===== src/rtl/mem_burst_pkg.sv =====
// Shared command codes, FSM states and grant directions for the MIG burst engine.
package mem_burst_pkg;

   localparam logic [2:0] APP_CMD_WRITE = 3'b000;
   localparam logic [2:0] APP_CMD_READ  = 3'b001;

   typedef enum logic [2:0] {
      IDLE    = 3'd0,
      RD      = 3'd1,
      RD_WAIT = 3'd2,
      WR      = 3'd3,
      DONE    = 3'd4
   } state_t;

   typedef enum logic {
      GNT_RD = 1'b0,
      GNT_WR = 1'b1
   } grant_t;

endpackage


===== src/rtl/mem_burst_rr_arb.sv =====
// Two-way round-robin arbiter between read and write burst requests.
// Grant decision is combinational; the last-grant register only moves when a burst completes.
module mem_burst_rr_arb
   import mem_burst_pkg::*;
(
   input  logic   mem_clk,
   input  logic   rst,
   input  logic   calib_done,
   input  logic   rd_req,
   input  logic   wr_req,
   input  logic   upd_en,
   input  grant_t upd_gnt,
   output logic   gnt_vld,
   output grant_t gnt
);

   grant_t last_grant;

   always_ff @(posedge mem_clk or posedge rst) begin
      if (rst)
         last_grant <= GNT_WR;
      else if (upd_en)
         last_grant <= upd_gnt;
   end

   always_comb begin
      gnt_vld = calib_done & (rd_req | wr_req);
      gnt     = GNT_WR;
      if (rd_req && wr_req)
         gnt = (last_grant == GNT_WR) ? GNT_RD : GNT_WR;
      else if (rd_req)
         gnt = GNT_RD;
   end

endmodule


===== src/rtl/mem_burst_arb.sv =====
// Burst engine for the MIG native app port: one user burst becomes len single-beat commands.
// Write data is handshaked on app_wdf_rdy independently of command acceptance on app_rdy.
module mem_burst_arb
   import mem_burst_pkg::*;
#(
   parameter int MEM_DATA_BITS    = 64,
   parameter int MEM_IF_ADDR_BITS = 27,
   parameter int ADDR_BITS        = 24,
   parameter int LEN_BITS         = 10,
   parameter int ADDR_LSB         = 3
)(
   input  logic                          mem_clk,
   input  logic                          rst,
   input  logic                          init_calib_complete,
   input  logic                          rd_burst_req,
   input  logic                          wr_burst_req,
   input  logic [LEN_BITS-1:0]           rd_burst_len,
   input  logic [LEN_BITS-1:0]           wr_burst_len,
   input  logic [ADDR_BITS-1:0]          rd_burst_addr,
   input  logic [ADDR_BITS-1:0]          wr_burst_addr,
   input  logic [MEM_DATA_BITS-1:0]      wr_burst_data,
   input  logic [MEM_DATA_BITS/8-1:0]    wr_burst_mask,
   output logic                          wr_burst_data_req,
   output logic [MEM_DATA_BITS-1:0]      rd_burst_data,
   output logic                          rd_burst_data_valid,
   output logic                          rd_burst_finish,
   output logic                          wr_burst_finish,
   output logic                          burst_finish,
   output logic                          busy,
   output logic [MEM_IF_ADDR_BITS-1:0]   app_addr,
   output logic [2:0]                    app_cmd,
   output logic                          app_en,
   output logic [MEM_DATA_BITS-1:0]      app_wdf_data,
   output logic [MEM_DATA_BITS/8-1:0]    app_wdf_mask,
   output logic                          app_wdf_wren,
   output logic                          app_wdf_end,
   input  logic [MEM_DATA_BITS-1:0]      app_rd_data,
   input  logic                          app_rd_data_valid,
   input  logic                          app_rdy,
   input  logic                          app_wdf_rdy
);

   localparam int SH_BITS = ADDR_BITS + ADDR_LSB;
   localparam logic [MEM_IF_ADDR_BITS-1:0] ADDR_STEP = MEM_IF_ADDR_BITS'(1) << ADDR_LSB;

   state_t               state;
   grant_t               gnt_q;
   grant_t               arb_gnt;
   logic                 arb_vld;
   logic [LEN_BITS-1:0]  len_q, cmd_cnt, data_cnt, cmd_nxt, data_nxt, sel_len;
   logic [ADDR_BITS-1:0] sel_addr;
   logic [SH_BITS-1:0]   sel_shift;
   logic                 cmd_acc, data_inc, in_rd;

   mem_burst_rr_arb u_arb (
      .mem_clk    (mem_clk),
      .rst        (rst),
      .calib_done (init_calib_complete),
      .rd_req     (rd_burst_req),
      .wr_req     (wr_burst_req),
      .upd_en     (state == DONE),
      .upd_gnt    (gnt_q),
      .gnt_vld    (arb_vld),
      .gnt        (arb_gnt)
   );

   assign in_rd               = (state == RD) || (state == RD_WAIT);
   assign app_en              = ((state == RD) || (state == WR)) && (cmd_cnt < len_q);
   assign cmd_acc             = app_en & app_rdy;
   assign wr_burst_data_req   = (state == WR) && (data_cnt < len_q) && app_wdf_rdy;
   assign app_wdf_wren        = wr_burst_data_req;
   assign app_wdf_end         = wr_burst_data_req;
   assign app_wdf_data        = wr_burst_data;
   assign app_wdf_mask        = wr_burst_mask;
   assign rd_burst_data       = app_rd_data;
   assign rd_burst_data_valid = in_rd & app_rd_data_valid;
   assign burst_finish        = rd_burst_finish | wr_burst_finish;
   assign busy                = (state != IDLE);

   // The completing cycle is judged on next-count values so DONE follows the last event directly.
   assign data_inc  = wr_burst_data_req | rd_burst_data_valid;
   assign cmd_nxt   = cmd_cnt + LEN_BITS'(cmd_acc);
   assign data_nxt  = data_cnt + LEN_BITS'(data_inc);
   assign sel_len   = (arb_gnt == GNT_RD) ? rd_burst_len : wr_burst_len;
   assign sel_addr  = (arb_gnt == GNT_RD) ? rd_burst_addr : wr_burst_addr;
   assign sel_shift = SH_BITS'(sel_addr) << ADDR_LSB;

   always_ff @(posedge mem_clk or posedge rst) begin
      if (rst) begin
         state           <= IDLE;
         gnt_q           <= GNT_WR;
         len_q           <= '0;
         cmd_cnt         <= '0;
         data_cnt        <= '0;
         app_addr        <= '0;
         app_cmd         <= APP_CMD_WRITE;
         rd_burst_finish <= 1'b0;
         wr_burst_finish <= 1'b0;
      end else begin
         cmd_cnt  <= cmd_nxt;
         data_cnt <= data_nxt;
         if (cmd_acc)
            app_addr <= app_addr + ADDR_STEP;
         case (state)
            IDLE: begin
               if (arb_vld) begin
                  gnt_q    <= arb_gnt;
                  len_q    <= sel_len;
                  cmd_cnt  <= '0;
                  data_cnt <= '0;
                  app_addr <= MEM_IF_ADDR_BITS'(sel_shift);
                  app_cmd  <= (arb_gnt == GNT_RD) ? APP_CMD_READ : APP_CMD_WRITE;
                  if (sel_len == '0) begin
                     state           <= DONE;
                     rd_burst_finish <= (arb_gnt == GNT_RD);
                     wr_burst_finish <= (arb_gnt == GNT_WR);
                  end else if (arb_gnt == GNT_RD) begin
                     state <= RD;
                  end else begin
                     state <= WR;
                  end
               end
            end
            RD: begin
               if (cmd_nxt == len_q) begin
                  if (data_nxt == len_q) begin
                     state           <= DONE;
                     rd_burst_finish <= 1'b1;
                  end else begin
                     state <= RD_WAIT;
                  end
               end
            end
            RD_WAIT: begin
               if (data_nxt == len_q) begin
                  state           <= DONE;
                  rd_burst_finish <= 1'b1;
               end
            end
            WR: begin
               if ((cmd_nxt == len_q) && (data_nxt == len_q)) begin
                  state           <= DONE;
                  wr_burst_finish <= 1'b1;
               end
            end
            DONE: begin
               state           <= IDLE;
               rd_burst_finish <= 1'b0;
               wr_burst_finish <= 1'b0;
            end
            default: state <= IDLE;
         endcase
      end
   end

endmodule


===== config.mk =====
export PLATFORM = sky130hd
export DESIGN_NAME = mem_burst_arb
export DESIGN_NICKNAME = d
export VERILOG_FILES = /design/src/rtl/mem_burst_pkg.sv /design/src/rtl/mem_burst_rr_arb.sv /design/src/rtl/mem_burst_arb.sv
export SDC_FILE = /design/constraint.sdc
export NUM_CORES = 1
export LEC_CHECK = 0
export CORE_AREA = 2 2 152 154
export DETAILED_ROUTE_END_ITERATION = 7
export DIE_AREA = 0 0 154 156
export SLEW_MARGIN = 20
export SYNTH_ARGS = -nofsm -noshare
export SYNTH_HDL_FRONTEND = slang
export SYNTH_HIERARCHICAL = 1
export SYNTH_SLANG_ARGS = --single-unit

===== constraint.sdc =====
create_clock -name mem_clk -period 5.3 [get_ports mem_clk]
set_input_delay 1.06 -clock mem_clk [delete_from_list [all_inputs] [get_ports mem_clk]]
set_output_delay 1.06 -clock mem_clk [all_outputs]
set_load 0.1 [all_outputs]

==> flow_summary.yaml, run 1 <==
worst_setup_path:
  cp-end-kind: "flip-flop"
  worst_ep_required_time_ps: 5500
  crit_arrival_ps: 4720
  reg2reg_slack_ps: 850
  worst-setup-path-type: "in -> reg"
  critPathLaunchType: "primary input"
  worstPathMaxFanout: 6
logic_synthesis:
  synth.cell_area_um2: 5560
  synthCells: 648
  synth-edff-count: 0
  ys_warn_count: 6
  synth-main-ff-cell: "dfrtp_1"
  ys_seq_area_share_pct: 28.0
  ys_types: 60
  ys_ff_latch: 62
  ys_async_sr_fraction_pct: 100
  avgSynthCellArea_um2: 8.57
floorplanning:
  core_area_um2: 22400
  rows: 55
  ioPinCount: 387
  die_y_um: 156
  start_util_pct: 24.8
  dieArea_um2: 24000
  die_w_um: 154
run:
  drv_cap: 0
global_route:
  gr-total-overflow: 0
  grt_pass1_wl_um: 23100
  grt_max_degree: 47
  antenna_found_initial: 0
  grt_usage_pct: 12.6
  grt_pass1_vias: 3989
cells_and_area:
  drive_gt1_share_pct: 7.86
  nFillCells: 2399
  area_delta_synth_final_pct: 11.6
  antenna_cells: 0
  nets: 841
  post-route-util_pct: 27.7
placed_design:
  pre_cts_slack_ps: 384
  place_congestion: 0.875
  hpwl_um: 11900
  io_buffers: 109
cts:
  hold_buffers: 0
  clock_path_buffers: 2
  postCtsSetupBuffers: 0
  cts_max_level: 3
  cts_tree: "yes"
  path_clk_slew_ps: 50
  insertion_delay_ps: 340
  root_buffer: "clkbuf_16"
  cts-buffers-inserted: 9
  cts.repair.resized: 0
  clock-sinks: 62
sta:
  slew_violations: 0
  finalCriticalPeriod_ps: 4520
  fin_skew_ps: 7.90
  fin_tns_setup_ps: 0
  relSlewSlack_pct: 31.8
  holdWs_ps: 456
  fin_crit_sh_pct: 85.3
  tightestPinTransition_ps: 1020
  fin_ws_ps: 778
  rsz0062_at_grt: "false"
  fmax_mhz: 221
  setup-violations-final: 0
  hold_viol_final: 0
worst_hold_path:
  hold_class: "reg -> reg"
power_and_ir_drop:
  p_leak_nw: 2.49
  powerDensity_nw_per_um2: 611
  peakVddDrop_mv: 0.323
detailed_routing:
  first_pass_iters: 5
  drc: 0
  finalWirelength_um: 15100
  drt_iter0_drc: 186
  wl_per_cell_um: 16.8
  num_vias: 4243
  drtAntennaViolNets: 0
  routed_via_density: 4.74
status:
  run_status: "finished, final reports clean"
[power breakdown]
part           leakage (nW)  total (mW)  switching (mW)  internal [mW]
sequential            0.756       0.921           0.267          0.654
combinational          1.58        2.22            1.53          0.691
clock                 0.157       0.646           0.223          0.423
[state kept, by name (all words and copies together) (netlist names)]
signal and flops:
app_addr 24, cmd_cnt 10, data_cnt 10, len_q 10, state 3, app_cmd 1
gnt_q 1, rd_burst_finish 1, u_arb/last_grant 1, wr_burst_finish 1
[cell usage in the layout (no fill, tap or decap), types with 11 or more instances in the layout]
cell type        instances
mux2i_1                 14
ha_1                    23
xnor2_1                 25
and3_1                  14
buf_4                   11
a211oi_1                24
o21ai_0                 34
clkdlybuf4s50_1        104
a21oi_1                 15
inv_1                   22
nor2b_1                 24
nand3_1                 15
dfrtp_1                 60
or3_1                   15
nor2_1                  30
nand2_1                 29
a31oi_1                 20
[area by class of cell]
class                           instances  area, um^2  area share [%]
Multi-Input combinational cell        395        2760            44.5
Inverter                               23        86.3            1.39
Clock buffer                           12         246            3.98
Clock inverter                          4        70.1            1.13
Timing Repair Buffer                  115        1120            18.1
Sequential cell                        62        1550            25.1
Tap cell                              285         357            5.75
[per-layer routing]
metal | up-vias | GRT usage, % | share of wire (%)
li1 | 2032 | - | -
met5 | - | 0 | 0
met2 | 178 | 20.7 | 48
met1 | 1993 | 14.1 | 40
met4 | 0 | 5.21 | 2.7
met3 | 40 | 5.86 | 9.3
[cells in the mapped netlist, drive strengths merged, types with 3 or more instances]
master / instances / area share (%)
buf: 150 / 20
dfrtp: 60 / 27
o21ai: 38 / 3.6
nand2: 31 / 2.1
nor2: 30 / 2.0
xnor2: 25 / 3.9
a211oi: 24 / 3.2
nor2b: 24 / 2.7
ha: 23 / 5.2
inv: 23 / 1.6
clkbuf: 22 / 1.5
a31oi: 20 / 2.3
a21oi: 16 / 1.5
nand3: 15 / 1.4
or3: 15 / 1.7
and3: 14 / 1.6
mux2i: 14 / 2.5
and2: 10 / 1.1
xor2: 10 / 1.6
nand2b: 8 / 0.90
nor3: 8 / 0.72
nor4: 7 / 1.0
o211ai: 7 / 0.95
a21o: 5 / 0.68
nand4: 5 / 0.68
o2111ai: 5 / 1.0
or4: 4 / 0.54
nor3b: 3 / 0.41
o21a: 3 / 0.41
or2: 3 / 0.34
xnor3: 3 / 1.2
[critical path, cell delays in order]
cell and delay [ps]:
clkdlybuf4s50_1 460, inv_1 40, a2111oi_0 490, o21a_1 200, a31o_2 130, or2_2 120
ha_1 170, ha_1 270, nand3_1 150, mux2i_1 150, nor4bb_1 310, o2111ai_1 190
nor4_2 550, nand2b_1 200, a21oi_1 70, o21bai_1 160
[cell families after synthesis]
kind of cell / after synthesis / synth area share (%)
AO/OA/AOI/OAI: 131 / 16.1
AND/OR/NAND/NOR: 182 / 18.0
XOR/XNOR: 38 / 6.73
other: 1 / 0.0675
flip-flops: 62 / 28.0
multiplexers: 15 / 2.79
buffers and inverters: 195 / 23.0
adder cells (fa/ha/maj): 24 / 5.38
[worst paths after layout]
check,startpoint,end,cells after the start
max,app_wdf_rdy,state[0],16
min,gnt_q,gnt_q,2
max reg2reg,len_q[8],state[0],17
min reg2reg,gnt_q,gnt_q,2
max in group asynchronous,rst,cmd_cnt[0],3
min in group asynchronous,rst,u_arb/last_grant,2
[stage by stage]
stage	cell area [um^2]	power (mW)	instances
2_1_floorplan	5580	3.07	652
3_3_place_gp	5880	3.15	880
3_5_place_dp	5880	3.17	880
4_1_cts	6200	3.83	896
5_1_grt	6200	4.02	896
6_report	6200	3.79	896
No activity file was read; power rests on OpenSTA's default activity.
==> run 2, diff against run 1 <==
- CTS_BUF_LIST: unset -> sky130_fd_sc_hd__clkbuf_4
==> flow_summary.yaml, run 2 (synthesized netlist as in run 1, its figures left out) <==
cts:
  clock-sinks: 62
  root_buffer: "clkbuf_4"
  insertion_delay_ps: 440
  postCtsSetupBuffers: 0
  cts.repair.resized: 0
  cts-buffers-inserted: 9
  clock_path_buffers: 2
  hold_buffers: 0
  cts_tree: "yes"
  path_clk_slew_ps: 120
  cts_max_level: 3
worst_setup_path:
  worstPathMaxFanout: 6
  cp-end-kind: "flip-flop"
  crit_arrival_ps: 4770
  worst_ep_required_time_ps: 5620
  worstReg2RegStart: "len_q[8]"
  critPathLaunchType: "flip-flop"
  cp-startpoint: "len_q[8]"
  worst-setup-path-type: "reg -> reg"
placed_design:
  hpwl_um: 11900
  placed_cell_area_um2: 5880
  io_buffers: 109
  pre_cts_slack_ps: 384
  place_congestion: 0.875
  placed_cells: 880
cells_and_area:
  layout_common_cells: "104 x clkdlybuf4s50_1, 60 x dfrtp_1, 34 x o21ai_0"
  area_delta_synth_final_pct: 8.72
  drive_gt1_share_pct: 8.02
  fin_area_um2: 6040
  fin_cells: 897
  top_register: "app_addr"
  nets: 841
  final_common_cell: "clkdlybuf4s50_1"
  nFillCells: 2418
  largest_reg_flops: 24
sta:
  hold_viol_final: 0
  fin_skew_ps: 20.6
  fin_tns_setup_ps: 0
  rsz0062_at_grt: "false"
  tightestPinTransition_ps: 1020
  fmax_mhz: 225
  fin_crit_sh_pct: 83.9
  relSlewSlack_pct: 31.8
  finalCriticalPeriod_ps: 4450
  setup-violations-final: 0
  fin_ws_ps: 851
  slew_violations: 0
global_route:
  grt_pass1_wl_um: 23100
  grt_usage_pct: 12.5
  grt_max_degree: 47
  antenna_found_initial: 1
  gr-total-overflow: 0
  grt_pass1_vias: 3987
status:
  run_status: "finished, final reports clean"
floorplanning:
  die_y_um: 156
  ioPinCount: 387
  die_w_um: 154
  core_area_um2: 22400
  start_util_pct: 24.8
  rows: 55
  dieArea_um2: 24000
run:
  drv_cap: 0
detailed_routing:
  wl_per_cell_um: 16.8
  routed_via_density: 4.71
  finalWirelength_um: 15000
  first_pass_iters: 5
  drc: 0
  drtAntennaViolNets: 0
  drt_iter0_drc: 212
  num_vias: 4221
worst_hold_path:
  hp-start: "gnt_q"
  hold_class: "reg -> reg"
power_and_ir_drop:
  powerDensity_nw_per_um2: 584
  peakVddDrop_mv: 0.310
  p_leak_nw: 2.42
  fin_total_pwr_mw: 3.53
## run 2: layout make-up
| type | instances | area (um^2) | share of cell area (%) |
|---|---|---|---|
| multi-input cells | 395 | 2760 | 45.7 |
| flip-flops and latches | 62 | 1550 | 25.7 |
| repair buffers | 115 | 1120 | 18.6 |
| well taps | 285 | 357 | 5.90 |
| inverters | 23 | 86.3 | 1.43 |
| clock buffers | 11 | 82.6 | 1.37 |
| clock inverters | 5 | 73.8 | 1.22 |
| diodes | 1 | 2.50 | 0.0414 |
## run 2: metal layers
layer / up-vias / wire, um / global-route usage [%]
met5: - / 0 / 0
met4: 0 / 391 / 5.12
met3: 39 / 1420 / 5.61
met2: 179 / 7180 / 20.6
met1: 1970 / 6030 / 14.1
li1: 2033 / - / -
## run 2: final timing paths
kind | end | slack, ps | depth (start not counted)
setup reg to reg | state[0] | 850 | 17
min in group asynchronous | u_arb/last_grant | 1000 | 2
hold reg to reg | gnt_q | 460 | 2
setup / recovery | state[0] | 850 | 17
hold / removal | gnt_q | 460 | 2
max in group asynchronous | app_addr[10] | 3350 | 3
## run 2: critical path, cell delays in order (launching register included)
cell       delay, ps
dfrtp_1          460
inv_1            150
ha_1             330
a21o_1           180
a2111oi_0        530
o21a_1           200
a31o_2           130
or2_2            120
ha_1             170
ha_1             270
nand3_1          150
mux2i_1          150
nor4bb_1         310
o2111ai_1        190
nor4_2           560
nand2b_1         200
a21oi_1           70
o21bai_1         160
## run 2: per-stage QoR
| stage | utilization [%] | hold WS (ps) |
|---|---|---|
| finish | 27.0 | 464 |
| CTS | 27.0 | 469 |
| detailed placement | 26.3 | 450 |
| global placement | 26.3 | 449 |
| global route | 27.0 | 493 |
| floorplan | - | 439 |
## run 2: report_power, final
group / switching (mW) / internal, mW
clock: 0.195 / 0.199
combinational: 1.53 / 0.691
sequential: 0.266 / 0.652
==> run 3, diff against run 2 <==
- clock period: 5.3 -> 4.5 ns (I/O delays scaled with it)
==> flow_summary.yaml, run 3 (synthesized netlist as in run 1, its figures left out) <==
global_route:
  gr-total-overflow: 0
  antenna_found_initial: 1
  grt_pass1_wl_um: 23700
  grt_pass1_vias: 4224
  grt_usage_pct: 12.9
  grt_max_degree: 52
sta:
  tightestPinTransition_ps: 1000
  slew_violations: 0
  finalCriticalPeriod_ps: 4070
  relSlewSlack_pct: 32.8
  fmax_mhz: 246
  hold_viol_final: 0
  fin_tns_setup_ps: 0
  setup-violations-final: 0
  rsz0062_at_grt: "false"
  fin_crit_sh_pct: 90.4
  fin_skew_ps: 28.5
worst_setup_path:
  crit_buf_inv: 3
  worstPathMaxFanout: 4
  critical-path-slowest-cell: "dfrtp_1"
  worst-setup-path-type: "reg -> reg"
  crit_arrival_ps: 4400
  crit_path_frequent_cell: "ha_1"
  path_cells: "inv_1 -> ha_1 -> a21o_1 -> a2111oi_0 -> buf_4 -> o21a_1 -> a31o_2 -> or2_2 -> ha_1 -> ha_1 -> xnor2_1 -> o211ai_1 -> nor4bb_1 -> o2111ai_1 -> nor4_2 -> buf_4 -> nand2b_1 -> a21oi_1 -> o21bai_1"
  worst_ep_required_time_ps: 4830
  critical-path-max-stage-delay_ps: 400
  cp-end-kind: "flip-flop"
  path_delay_family: "compound AO/OA/AOI/OAI gates"
  critPathLaunchType: "flip-flop"
cells_and_area:
  fin_cells: 913
  drive_gt1_share_pct: 10.4
  final_common_cell: "clkdlybuf4s50_1"
  layout_common_cells: "104 x clkdlybuf4s50_1, 60 x dfrtp_1, 34 x o21ai_0"
  area_delta_synth_final_pct: 11.2
  nets: 856
  top_register: "app_addr"
  largest_reg_flops: 24
detailed_routing:
  num_vias: 4313
  finalWirelength_um: 15400
  drtAntennaViolNets: 0
  drc: 0
  first_pass_iters: 4
  drt_iter0_drc: 181
  wl_per_cell_um: 16.8
  routed_via_density: 4.72
cts:
  cts_max_level: 3
  cts.repair.resized: 0
  cts-buffers-inserted: 9
  postCtsSetupBuffers: 0
  clock-sinks: 62
  clock_path_buffers: 2
  path_clk_slew_ps: 130
  cts_tree: "yes"
  root_buffer: "clkbuf_4"
  insertion_delay_ps: 450
  hold_buffers: 0
power_and_ir_drop:
  fin_total_pwr_mw: 4.27
  p_leak_nw: 2.50
  clkPwrFrac_pct: 11.2
  powerDensity_nw_per_um2: 691
  peakVddDrop_mv: 0.353
  pwr-share-comb_pct: 65.1
  seqPwrFrac_pct: 23.7
  switching_share_pct: 56.0
  power_switching_mw: 2.39
  internal-power_mw: 1.88
placed_design:
  hpwl_um: 12100
  place_congestion: 0.839
  placed_cells: 895
  io_buffers: 109
floorplanning:
  core_area_um2: 22400
  dieArea_um2: 24000
  rows: 55
  die_y_um: 156
  ioPinCount: 387
  die_w_um: 154
  start_util_pct: 24.8
status:
  run_status: "finished, final reports clean"
run:
  drv_cap: 0
worst_hold_path:
  hold_class: "reg -> reg"
run 3: changes by cell type in the layout (fill, tap and decap cells not counted), sizes merged:
| cell | delta |
|---|---|
| clkinvlp | +2 |
| clkbuf | -2 |
| buf | +15 |
| clkinv | -1 |
| diode | +1 |
| inv | +1 |
run 3: layout make-up:
cell class                 count  area [um^2]
fill                        2387        16200
multi-input combinational    395         2760
sequential                    62         1550
timing repair buffer         130         1250
tap                          285          357
clock inverter                 7         97.6
inverter                      23         86.3
clock buffer                   9         67.6
antenna                        2         5.00
run 3: worst paths after layout:
kind / from / endpoint / slack, ps / depth (start not counted)
max: len_q[8] / state[0] / 430 / 19
min: gnt_q / gnt_q / 480 / 2
max reg2reg: len_q[8] / state[0] / 430 / 19
min reg2reg: gnt_q / gnt_q / 480 / 2
max in group asynchronous: rst / cmd_cnt[1] / 2710 / 3
min in group asynchronous: rst / u_arb/last_grant / 820 / 2
run 3: worst reg2reg max path, cell delays in order, from the launching register on:
cell and delay, ps:
dfrtp_1 400, inv_1 170, ha_1 280, a21o_1 180, a2111oi_0 390, buf_4 180
o21a_1 110, a31o_2 100, or2_2 100, ha_1 160, ha_1 250, xnor2_1 170
o211ai_1 110, nor4bb_1 310, o2111ai_1 180, nor4_2 310, buf_4 180, nand2b_1 120
a21oi_1 70, o21bai_1 160
run 3: per-stage QoR:
step / worst slack (ps) / instance area (um^2) / utilization [%] / hold slack, ps
3_3_place_gp: 121 / 6010 / 26.9 / 450
5_1_grt: 154 / 6180 / 27.6 / 489
6_report: 430 / 6180 / 27.6 / 477
4_1_cts: 418 / 6170 / 27.6 / 482
3_5_place_dp: 82.8 / 6010 / 26.9 / 462
2_1_floorplan: 159 / 5580 / - / 439
run 3: power groups by stage:
| stage | Clock [mW] | Sequential (mW) | Combinational [mW] |
|---|---|---|---|
| 5_1_grt | 0.530 | 1.05 | 2.98 |
| 3_3_place_gp | 0 | 1.02 | 2.78 |
| 2_1_floorplan | 0 | 1.75 | 1.86 |
| 4_1_cts | 0.496 | 1.01 | 2.81 |
| 3_5_place_dp | 0 | 1.01 | 2.80 |
| 6_report | 0.478 | 1.01 | 2.78 |
run 3: layer usage:
layer,up-vias,part of all wire [%],GRT usage [%],wire (um)
met5,-,0,0,0
met4,0,2.2,4.90,339
met3,33,8.6,5.53,1320
met2,193,48,21.5,7400
met1,2009,41,14.8,6290
li1,2078,-,-,-
